### config.mk
export PLATFORM = sky130hd
export DESIGN_NAME = linear_layer_start_token_fifo
export DESIGN_NICKNAME = d
export VERILOG_FILES = /design/src/rtl/linear_layer_fifo_pkg.sv /design/src/rtl/linear_layer_token_srl.sv /design/src/rtl/linear_layer_start_token_fifo.sv
export SDC_FILE = /design/constraint.sdc
export NUM_CORES = 1
export LEC_CHECK = 0
export BUFFER_PORTS_ARGS = -buffer_cell sky130_fd_sc_hd__buf_2
export CAP_MARGIN = 20
export CORE_MARGIN = 2
export CORE_UTILIZATION = 54
export DETAILED_ROUTE_END_ITERATION = 8
export PLACE_DENSITY = 0.76
export SYNTH_ARGS = -nofsm -noshare
export SYNTH_HDL_FRONTEND = slang
export SYNTH_SLANG_ARGS = --single-unit
### constraint.sdc
create_clock -name ap_clk -period 2.4 [get_ports ap_clk]
set_input_delay 0 -clock ap_clk [delete_from_list [all_inputs] [get_ports ap_clk]]
set_output_delay 0 -clock ap_clk [all_outputs]
set_load 0.02 [all_outputs]
### src/rtl/linear_layer_fifo_pkg.sv
// Shared types and elaboration helpers for the Linear_Layer start-token FIFO.
package linear_layer_fifo_pkg;

   // Occupancy state of the token FIFO.
   typedef enum logic [1:0] {
      ST_EMPTY   = 2'd0,
      ST_PARTIAL = 2'd1,
      ST_FULL    = 2'd2
   } occ_state_t;

   // Smallest read-address width able to index DEPTH slots (never below 1).
   function automatic int unsigned min_addr_width(input int unsigned depth);
      int unsigned w;
      w = 0;
      for (int i = 1; i < 32; i++) begin
         if ((w == 0) && ((32'd1 << i) >= depth)) begin
            w = 32'(i);
         end
      end
      return (w == 0) ? 32'd1 : w;
   endfunction

endpackage : linear_layer_fifo_pkg

### src/rtl/linear_layer_token_srl.sv
// Write-shift token storage: a push shifts every slot up by one and loads
// slot 0; the read port is a plain combinational mux on addr. No reset.
module linear_layer_token_srl
   import linear_layer_fifo_pkg::*;
#(
   parameter int unsigned DATA_WIDTH = 1,
   parameter int unsigned ADDR_WIDTH = 2,
   parameter int unsigned DEPTH      = 4
) (
   input  logic                  clk,
   input  logic                  we,
   input  logic [ADDR_WIDTH-1:0] addr,
   input  logic [DATA_WIDTH-1:0] din,
   output logic [DATA_WIDTH-1:0] dout
);

   logic [DATA_WIDTH-1:0] r_mem [DEPTH];

   // Shift the whole array on a write; newest token enters at slot 0.
   always_ff @(posedge clk) begin
      if (we) begin
         for (int i = int'(DEPTH) - 1; i > 0; i--) begin
            r_mem[i] <= r_mem[i-1];
         end
         r_mem[0] <= din;
      end
   end

   // Out-of-range addresses (only reachable while empty) read as zero.
   always_comb begin
      dout = '0;
      if (32'(addr) < DEPTH) begin
         dout = r_mem[addr];
      end
   end

endmodule : linear_layer_token_srl

### src/rtl/linear_layer_start_token_fifo.sv
// Consumer-side start-token FIFO: occupancy FSM, registered full/empty flags
// and read-pointer generation over a write-shift storage array (FWFT output).
module linear_layer_start_token_fifo
   import linear_layer_fifo_pkg::*;
#(
   parameter int unsigned DATA_WIDTH = 1,
   parameter int unsigned ADDR_WIDTH = 2,
   parameter int unsigned DEPTH      = 4
) (
   input  logic                  ap_clk,
   input  logic                  ap_rst_n,
   input  logic                  if_write_ce,
   input  logic                  if_write,
   input  logic [DATA_WIDTH-1:0] if_din,
   output logic                  if_full_n,
   input  logic                  if_read_ce,
   input  logic                  if_read,
   output logic [DATA_WIDTH-1:0] if_dout,
   output logic                  if_empty_n,
   output logic [ADDR_WIDTH:0]   if_count
);

   localparam int unsigned CW = ADDR_WIDTH + 1;

   // Elaboration-time parameter sanity checks.
   if (DEPTH < 2) begin : g_bad_depth
      $error("linear_layer_start_token_fifo: DEPTH must be at least 2");
   end
   if (ADDR_WIDTH < min_addr_width(DEPTH)) begin : g_bad_addr_width
      $error("linear_layer_start_token_fifo: ADDR_WIDTH too small for DEPTH");
   end

   occ_state_t            r_state;
   occ_state_t            w_state_nxt;
   logic [CW-1:0]         r_count;
   logic [CW-1:0]         w_count_nxt;
   logic [ADDR_WIDTH-1:0] r_rd_ptr;
   logic [ADDR_WIDTH-1:0] w_rd_ptr_nxt;
   logic                  r_empty_n;
   logic                  r_full_n;
   logic                  w_push;
   logic                  w_pop;

   // Accepted handshakes; the flags alone block illegal transfers.
   assign w_push = if_write & if_write_ce & r_full_n;
   assign w_pop  = if_read  & if_read_ce  & r_empty_n;

   // State, occupancy, pointer and flag registers.
   always_ff @(posedge ap_clk or negedge ap_rst_n) begin
      if (!ap_rst_n) begin
         r_state   <= ST_EMPTY;
         r_count   <= '0;
         r_rd_ptr  <= '1;
         r_empty_n <= 1'b0;
         r_full_n  <= 1'b1;
      end else begin
         r_state   <= w_state_nxt;
         r_count   <= w_count_nxt;
         r_rd_ptr  <= w_rd_ptr_nxt;
         r_empty_n <= (w_count_nxt != '0);
         r_full_n  <= (w_count_nxt != CW'(DEPTH));
      end
   end

   // Next-state, occupancy and read pointer; push&pop in PARTIAL holds both.
   always_comb begin
      w_state_nxt  = r_state;
      w_count_nxt  = r_count;
      w_rd_ptr_nxt = r_rd_ptr;
      unique case (r_state)
         ST_EMPTY: begin
            if (w_push) begin
               w_count_nxt  = CW'(1);
               w_rd_ptr_nxt = '0;
               w_state_nxt  = ST_PARTIAL;
            end
         end
         ST_PARTIAL: begin
            if (w_push && !w_pop) begin
               w_count_nxt  = r_count + CW'(1);
               w_rd_ptr_nxt = r_rd_ptr + ADDR_WIDTH'(1);
               if (r_count == CW'(DEPTH - 1)) begin
                  w_state_nxt = ST_FULL;
               end
            end else if (w_pop && !w_push) begin
               w_count_nxt  = r_count - CW'(1);
               w_rd_ptr_nxt = r_rd_ptr - ADDR_WIDTH'(1);
               if (r_count == CW'(1)) begin
                  w_state_nxt = ST_EMPTY;
               end
            end
         end
         ST_FULL: begin
            if (w_pop) begin
               w_count_nxt  = r_count - CW'(1);
               w_rd_ptr_nxt = r_rd_ptr - ADDR_WIDTH'(1);
               w_state_nxt  = ST_PARTIAL;
            end
         end
         default: begin
            w_state_nxt  = ST_EMPTY;
            w_count_nxt  = '0;
            w_rd_ptr_nxt = '1;
         end
      endcase
   end

   // Token storage, written on every accepted push, read at the oldest slot.
   linear_layer_token_srl #(
      .DATA_WIDTH (DATA_WIDTH),
      .ADDR_WIDTH (ADDR_WIDTH),
      .DEPTH      (DEPTH)
   ) u_srl (
      .clk  (ap_clk),
      .we   (w_push),
      .addr (r_rd_ptr),
      .din  (if_din),
      .dout (if_dout)
   );

   assign if_full_n  = r_full_n;
   assign if_empty_n = r_empty_n;
   assign if_count   = r_count;

endmodule : linear_layer_start_token_fifo

Word-level counts from Yosys, hierarchy flattened
Memory sizes are Yosys's and may differ from the RTL's.
Index checks and enable logic that the tools add are counted.
Widths: inputs -> output; s select.
Word-level totals
  register bits after elaboration: 9
  latch bits: 0
  memory bits (writable): 4
  memory bits (read-only): 0
  input bits: 7
  word-level logic and storage cells: 51
  memories: 1
Cells by class
  add/subtract/negate cells: 4
  multipliers: 0
  divide/modulo/power cells: 0
  $lt $le $gt $ge: 0
  equal/unequal tests: 10
  shifts and indexed selects: 0
  muxes and demuxes: 19
  bitwise gates (word level): 4
  reduce and logical (&&, ||, !) cells: 8
Memories
  u_srl.r_mem: depth 4, width 1, rd ports 4, clocked after Yosys merged registers in 0, wr ports 4, RTL line linear_layer_token_srl.sv:17  | logic [DATA_WIDTH-1:0] r_mem [DEPTH];
Operator list (number)
  $mux 2: 10
  $mux 3: 4
  $ne 3x3->1 const B: 4
  $pmux 2 s3: 2
  $pmux 3 s3: 1
  $reduce_and 5->1: 1
  $and 1x1->1: 4
  $ne 2x2->1 const B: 2
  $add 3x1->3 const B: 1
  $eq 3x1->1 const B: 1
  $eq 3x2->1 const B: 1
  $reduce_and 3->1: 1
  $reduce_bool 3->1: 1
  $sub 3x1->3 const B: 1
  $add 2x1->2 const B: 1
  $eq 2x1->1 const B: 1
  $eq 2x2->1 const B: 1
  $logic_and 1x1->1: 2
  $logic_not 1->1: 2
  $logic_not 2->1: 1
  $mux 1: 2
  $sub 2x1->2 const B: 1

Depth between registers and ports, before layout
  depth after elaboration: 8
  mapped depth: 8
  mapped depth without buffers: 8

Hierarchy
A second synthesis with hierarchy kept.
Second synthesis, totals
  cells, all modules: 84
  area, all modules: 877.1 sq um
Modules (own cells, without submodules)
  linear_layer_start_token_fifo: instances 1, cells each 79, area each 734.5 sq um, seq. area each 229.0 sq um
  linear_layer_token_srl: instances 1, cells each 5, area each 142.6 sq um, seq. area each 120.1 sq um

Least setup slack after synthesis
OpenSTA, ideal clock, no wires.
  path type: register to register
  start point: reg r_full_n (netlist: if_full_n)
  end point: reg r_rd_ptr[1]
  library setup time: 0.061 ns
  arrival time: 1.857 ns
  data required time: 2.339 ns
  slack: 0.482 ns
  cell stages (with the launch flop): 8
  clock period less this slack: 1.918 ns
  cell sequence: dfstp_2 nand3_1 inv_1 ha_1 xor2_1 or3_1 a31oi_1 a221o_1
Between the ends
  word-level cells in the longest chain between the ends: 5
  elaborated cells on any way between the ends: 9
  classes of those cells: 2 x eq/ne; 2 x mux; 1 x bitwise; 4 x reduce/logical
Ends and longest elaborated chain
  start, declared: RTL line linear_layer_start_token_fifo.sv:40  | logic r_full_n;
  start signal, assigned: RTL line linear_layer_start_token_fifo.sv:61  | r_full_n <= (w_count_nxt != CW'(DEPTH));
  $and 1x1->1 (*): RTL line linear_layer_start_token_fifo.sv:45  | assign w_push = if_write & if_write_ce & r_full_n;
  net u_srl.we: RTL line linear_layer_token_srl.sv:11  | input logic we,
  $logic_not 1->1: RTL line linear_layer_start_token_fifo.sv:85  | end else if (w_pop && !w_push) begin
  $logic_and 1x1->1: RTL line linear_layer_start_token_fifo.sv:85
  $ne 3x3->1 (no line)
  $reduce_and 3->1 (no line)
  end signal, assigned: RTL line linear_layer_start_token_fifo.sv:59  | r_rd_ptr <= w_rd_ptr_nxt;
  end, declared: RTL line linear_layer_start_token_fifo.sv:37  | logic [ADDR_WIDTH-1:0] r_rd_ptr;
The timed path passes the listed nets; every way through them passes the cells marked *.
A chain may end at the register's enable or synchronous reset.

Worst setup path in the final report
Ends and elaborated chain as after synthesis.

==> key figures <==
Outcome
  – Status: complete, no violations

CTS
  – Clock Sinks: 13
  – Clk slew on worst S/H paths: 90 ps
  – Skew-Pair Late Insertion Delay: 280 ps
  – CTS buffer count: 3
  – CTS Root Cell: clkbuf_4
  – H-Tree Depth: 1
  – Max clock buf depth: 2
  – Resized Gates After CTS: 0
  – TritonCTS clock tree: done

Worst setup path
  – Worst-path fanout max: 7
  – Worst EP arrival: 2370 ps
  – Critical Path Slowest Stage Cell: dfstp_2
  – R2R cell count: 7
  – Max stage delay on crit path: 550 ps
  – CP required: 2620 ps
  – CP Class: register to register
  – Worst reg2reg path startpoint: if_full_n
  – Setup crit end: r_rd_ptr[1]
  – Setup slack, reg-to-reg: 250 ps
  – Origin of the worst setup path: if_full_n
  – Crit path cell chain: nand3_1, inv_1, ha_1, xor2_1, or3_1, a31oi_1, a221o_1
  – CP Capture Type: register
  – Worst R2R End: r_rd_ptr[1]
  – Critical Path Source Type: register

Power and ir drop
  – P_leak: 0.4387 nW
  – PwrDens: 1114 nW/um^2
  – Worst VDD drop: 595.2 uV

Routing
  – WL final: 1.732 mm
  – Via count: 703
  – Routed WL per cell: 14.55 um
  – Vias/cell: 5.908
  – Detail Route Antenna Nets: 0
  – Drt initial violations: 27
  – # DRC: 0
  – Drt first pass iters: 4

GRT
  – Global-route track usage on met2: 32.75%
  – Gr busiest metal: met2
  – Vias in the first global route: 668
  – Largest net degree at the start of global routing: 14
  – Initial antenna violation count: 0
  – GR Layer Usage met3: 5.306%
  – Grt total ovfl: 0
  – Met1 usage: 29.47%
  – Total GRT Usage: 21.11%
  – First-pass GRT wire length: 3.022 mm

Final layout
  – Inserted Diodes: 0
  – Most frequent cells in the layout: buf_2, inv_1, ha_1
  – Fraction of layout cells with a size suffix above 1: 22.33%
  – Fillers: 121
  – Fin cells: 119
  – Area grow syn2layout: 10.45%
  – Final #Nets: 118
  – Area taken by multi-input logic gates: 465.4 um^2
  – Register area: 349.1 um^2
  – Finished Cell Area: 978.4 um^2
  – Commonest non-fill, non-tap cell in the layout: buf_2

STA
  – Fin. max-slew vios: 0
  – RSZ-0062 raised after global routing: no
  – Fin Setup TNS: 0 ps
  – Final Cycle Share: 89.48%
  – Rel. slew slack: 73.13%
  – Fin. Hold Viols: 0
  – Slew @ Worst Pin: 403.0 ps
  – Fmax: 0.4657 GHz
  – Final setup fails: 0
  – Minimum clock period: 2147 ps
  – Final Skew: 8.725 ps

Floorplanning
  – Die H: 44.50 um
  – Full die area: 1980 um^2
  – Core area: 1524 um^2
  – Effective utilization at floorplan: 58.13%
  – I/O pin total: 13
  – Die width: 44.50 um
  – # rows: 14

Placement
  – IO Port Bufs: 12
  – Post-placement cell count: 113
  – Area post-placement: 932.1 um^2
  – Dpl hpwl: 1.328 mm
  – Routability cong.: 0.8524

Synth
  – Synth Area in Compound Gates: 21.19%
  – Post-synthesis mux area share: 3.814%
  – Mapped cell area: 885.9 um^2
  – Average size of a mapped cell: 10.07 um^2
  – Mapped Nets: 102
  – Post-Synth Adder-Cell Area: 9.887%
  – Synth Register Bits: 13
  – Unique masters post-synth: 37
  – Synth Instances: 88
  – Synth warn: 0
  – Post-synthesis sequential area ratio: 39.41%
  – Area share of xor/xnor cells in the synthesized design: 0.9887%
  – Main combinational cell family by area after synthesis: compound AO/OA/AOI/OAI gates
  – Post-Synth Simple-Gate Area: 16.67%

Job
  – Max-cap violations: 0

Min path
  – Worst Hold Class: input port to asynchronous set/reset pin
critical path: cells and delay by family, from the launching register on:
family | cells | cell delay (ps)
flops | 1 | 550
simple gates | 2 | 480
compound gates | 2 | 310
xor+xnor | 1 | 130
fa+ha+maj | 1 | 360
buf+inv | 1 | 260
stage by stage:
step	setup WS, ps	utilization (%)	total power (W)	hold WS, ps
after global placement	358.7	61.17	0.0009400	-136.5
final	252.6	64.20	0.001090	85.67
after floorplan	482.1	-	0.0008443	-295.6
after detailed placement	340.4	61.17	0.0009490	-135.4
after global routing	187.1	64.20	0.001180	107.6
after CTS	306.4	64.20	0.001093	91.87
sequential cells by signal, summed over array words and instances, names as in the netlist:
name         count
if_full_n        1
if_count         3
r_rd_ptr         2
u_srl.r_mem      4
r_state          2
if_empty_n       1
final cells by class:
type                            instances  share of cell area [%]
Multi-Input combinational cell         62                   47.57
Clock buffer                            4                   2.685
Tap cell                               16                   2.046
Sequential cell                        13                   35.68
Inverter                               10                   3.836
Timing Repair Buffer                   14                   8.184
cell families (layout without fill, tap and decap cells):
logic type / after synthesis / in the layout
flops: 13 / 13
buf+inv: 13 / 28
xor+xnor: 1 / 1
mux: 2 / 2
simple gates: 26 / 26
compound gates: 26 / 26
fa+ha+maj: 7 / 7
layer usage:
layer	wire, um	share of wire, %	vias up
met5	0	0	-
met4	25	1.4	0
met3	79	4.6	2
met2	782	45	18
met1	844	49	329
li1	-	-	354
power by group:
part	total [W]	switching (W)	internal, W
clock network	0.000141	0.0000765	0.0000646
logic	0.000531	0.000286	0.000244
registers	0.000418	0.000105	0.000313
worst min path at each step:
stage,start,depth (start not counted),endpoint
finish,ap_rst_n,2,r_state[1]
global route,ap_rst_n,2,r_state[0]
CTS,ap_rst_n,2,r_state[1]
detailed placement,ap_rst_n,1,r_state[1]
global placement,ap_rst_n,1,r_state[0]
floorplan,ap_rst_n,0,if_count[0]
synthesized netlist by cell type:
cell | number | area (um^2)
a311oi_1 | 1 | 8.760
dfstp_2 | 3 | 78.83
o21ai_1 | 4 | 20.02
and4_1 | 1 | 8.760
o21ai_0 | 1 | 5.000
o32ai_1 | 2 | 17.52
o21a_1 | 1 | 7.510
a21oi_1 | 5 | 25.02
a211oi_2 | 1 | 12.51
xor2_1 | 1 | 8.760
o311a_1 | 1 | 10.01
nand2_1 | 3 | 11.26
nand4_1 | 1 | 6.260
and2b_1 | 2 | 15.01
edfxtp_1 | 4 | 120.1
o21bai_1 | 1 | 7.510
and3b_1 | 1 | 8.760
a22o_1 | 1 | 8.760
o31ai_1 | 2 | 15.01
buf_6 | 3 | 33.78
or3_1 | 1 | 6.260
nor3_1 | 3 | 15.01
a221o_1 | 1 | 10.01
nor2_1 | 2 | 7.510
o211ai_2 | 1 | 12.51
mux4_2 | 1 | 22.52
ha_1 | 7 | 87.58
or2_2 | 1 | 6.260
a21o_1 | 1 | 7.510
dfrtp_1 | 6 | 150.1
nand3_1 | 5 | 25.02
nand2b_1 | 3 | 18.77
a31oi_1 | 2 | 12.51
mux2_2 | 1 | 11.26
nor2b_1 | 3 | 18.77
inv_1 | 10 | 37.54
a21boi_0 | 1 | 7.510
timing repair:
item / in CTS / in global routing
buffers inserted: 0 / 0
hold buffers: 2 / 0
hold endpoints to repair: 10 / 0
No activity file was read; power rests on OpenSTA's default activity.
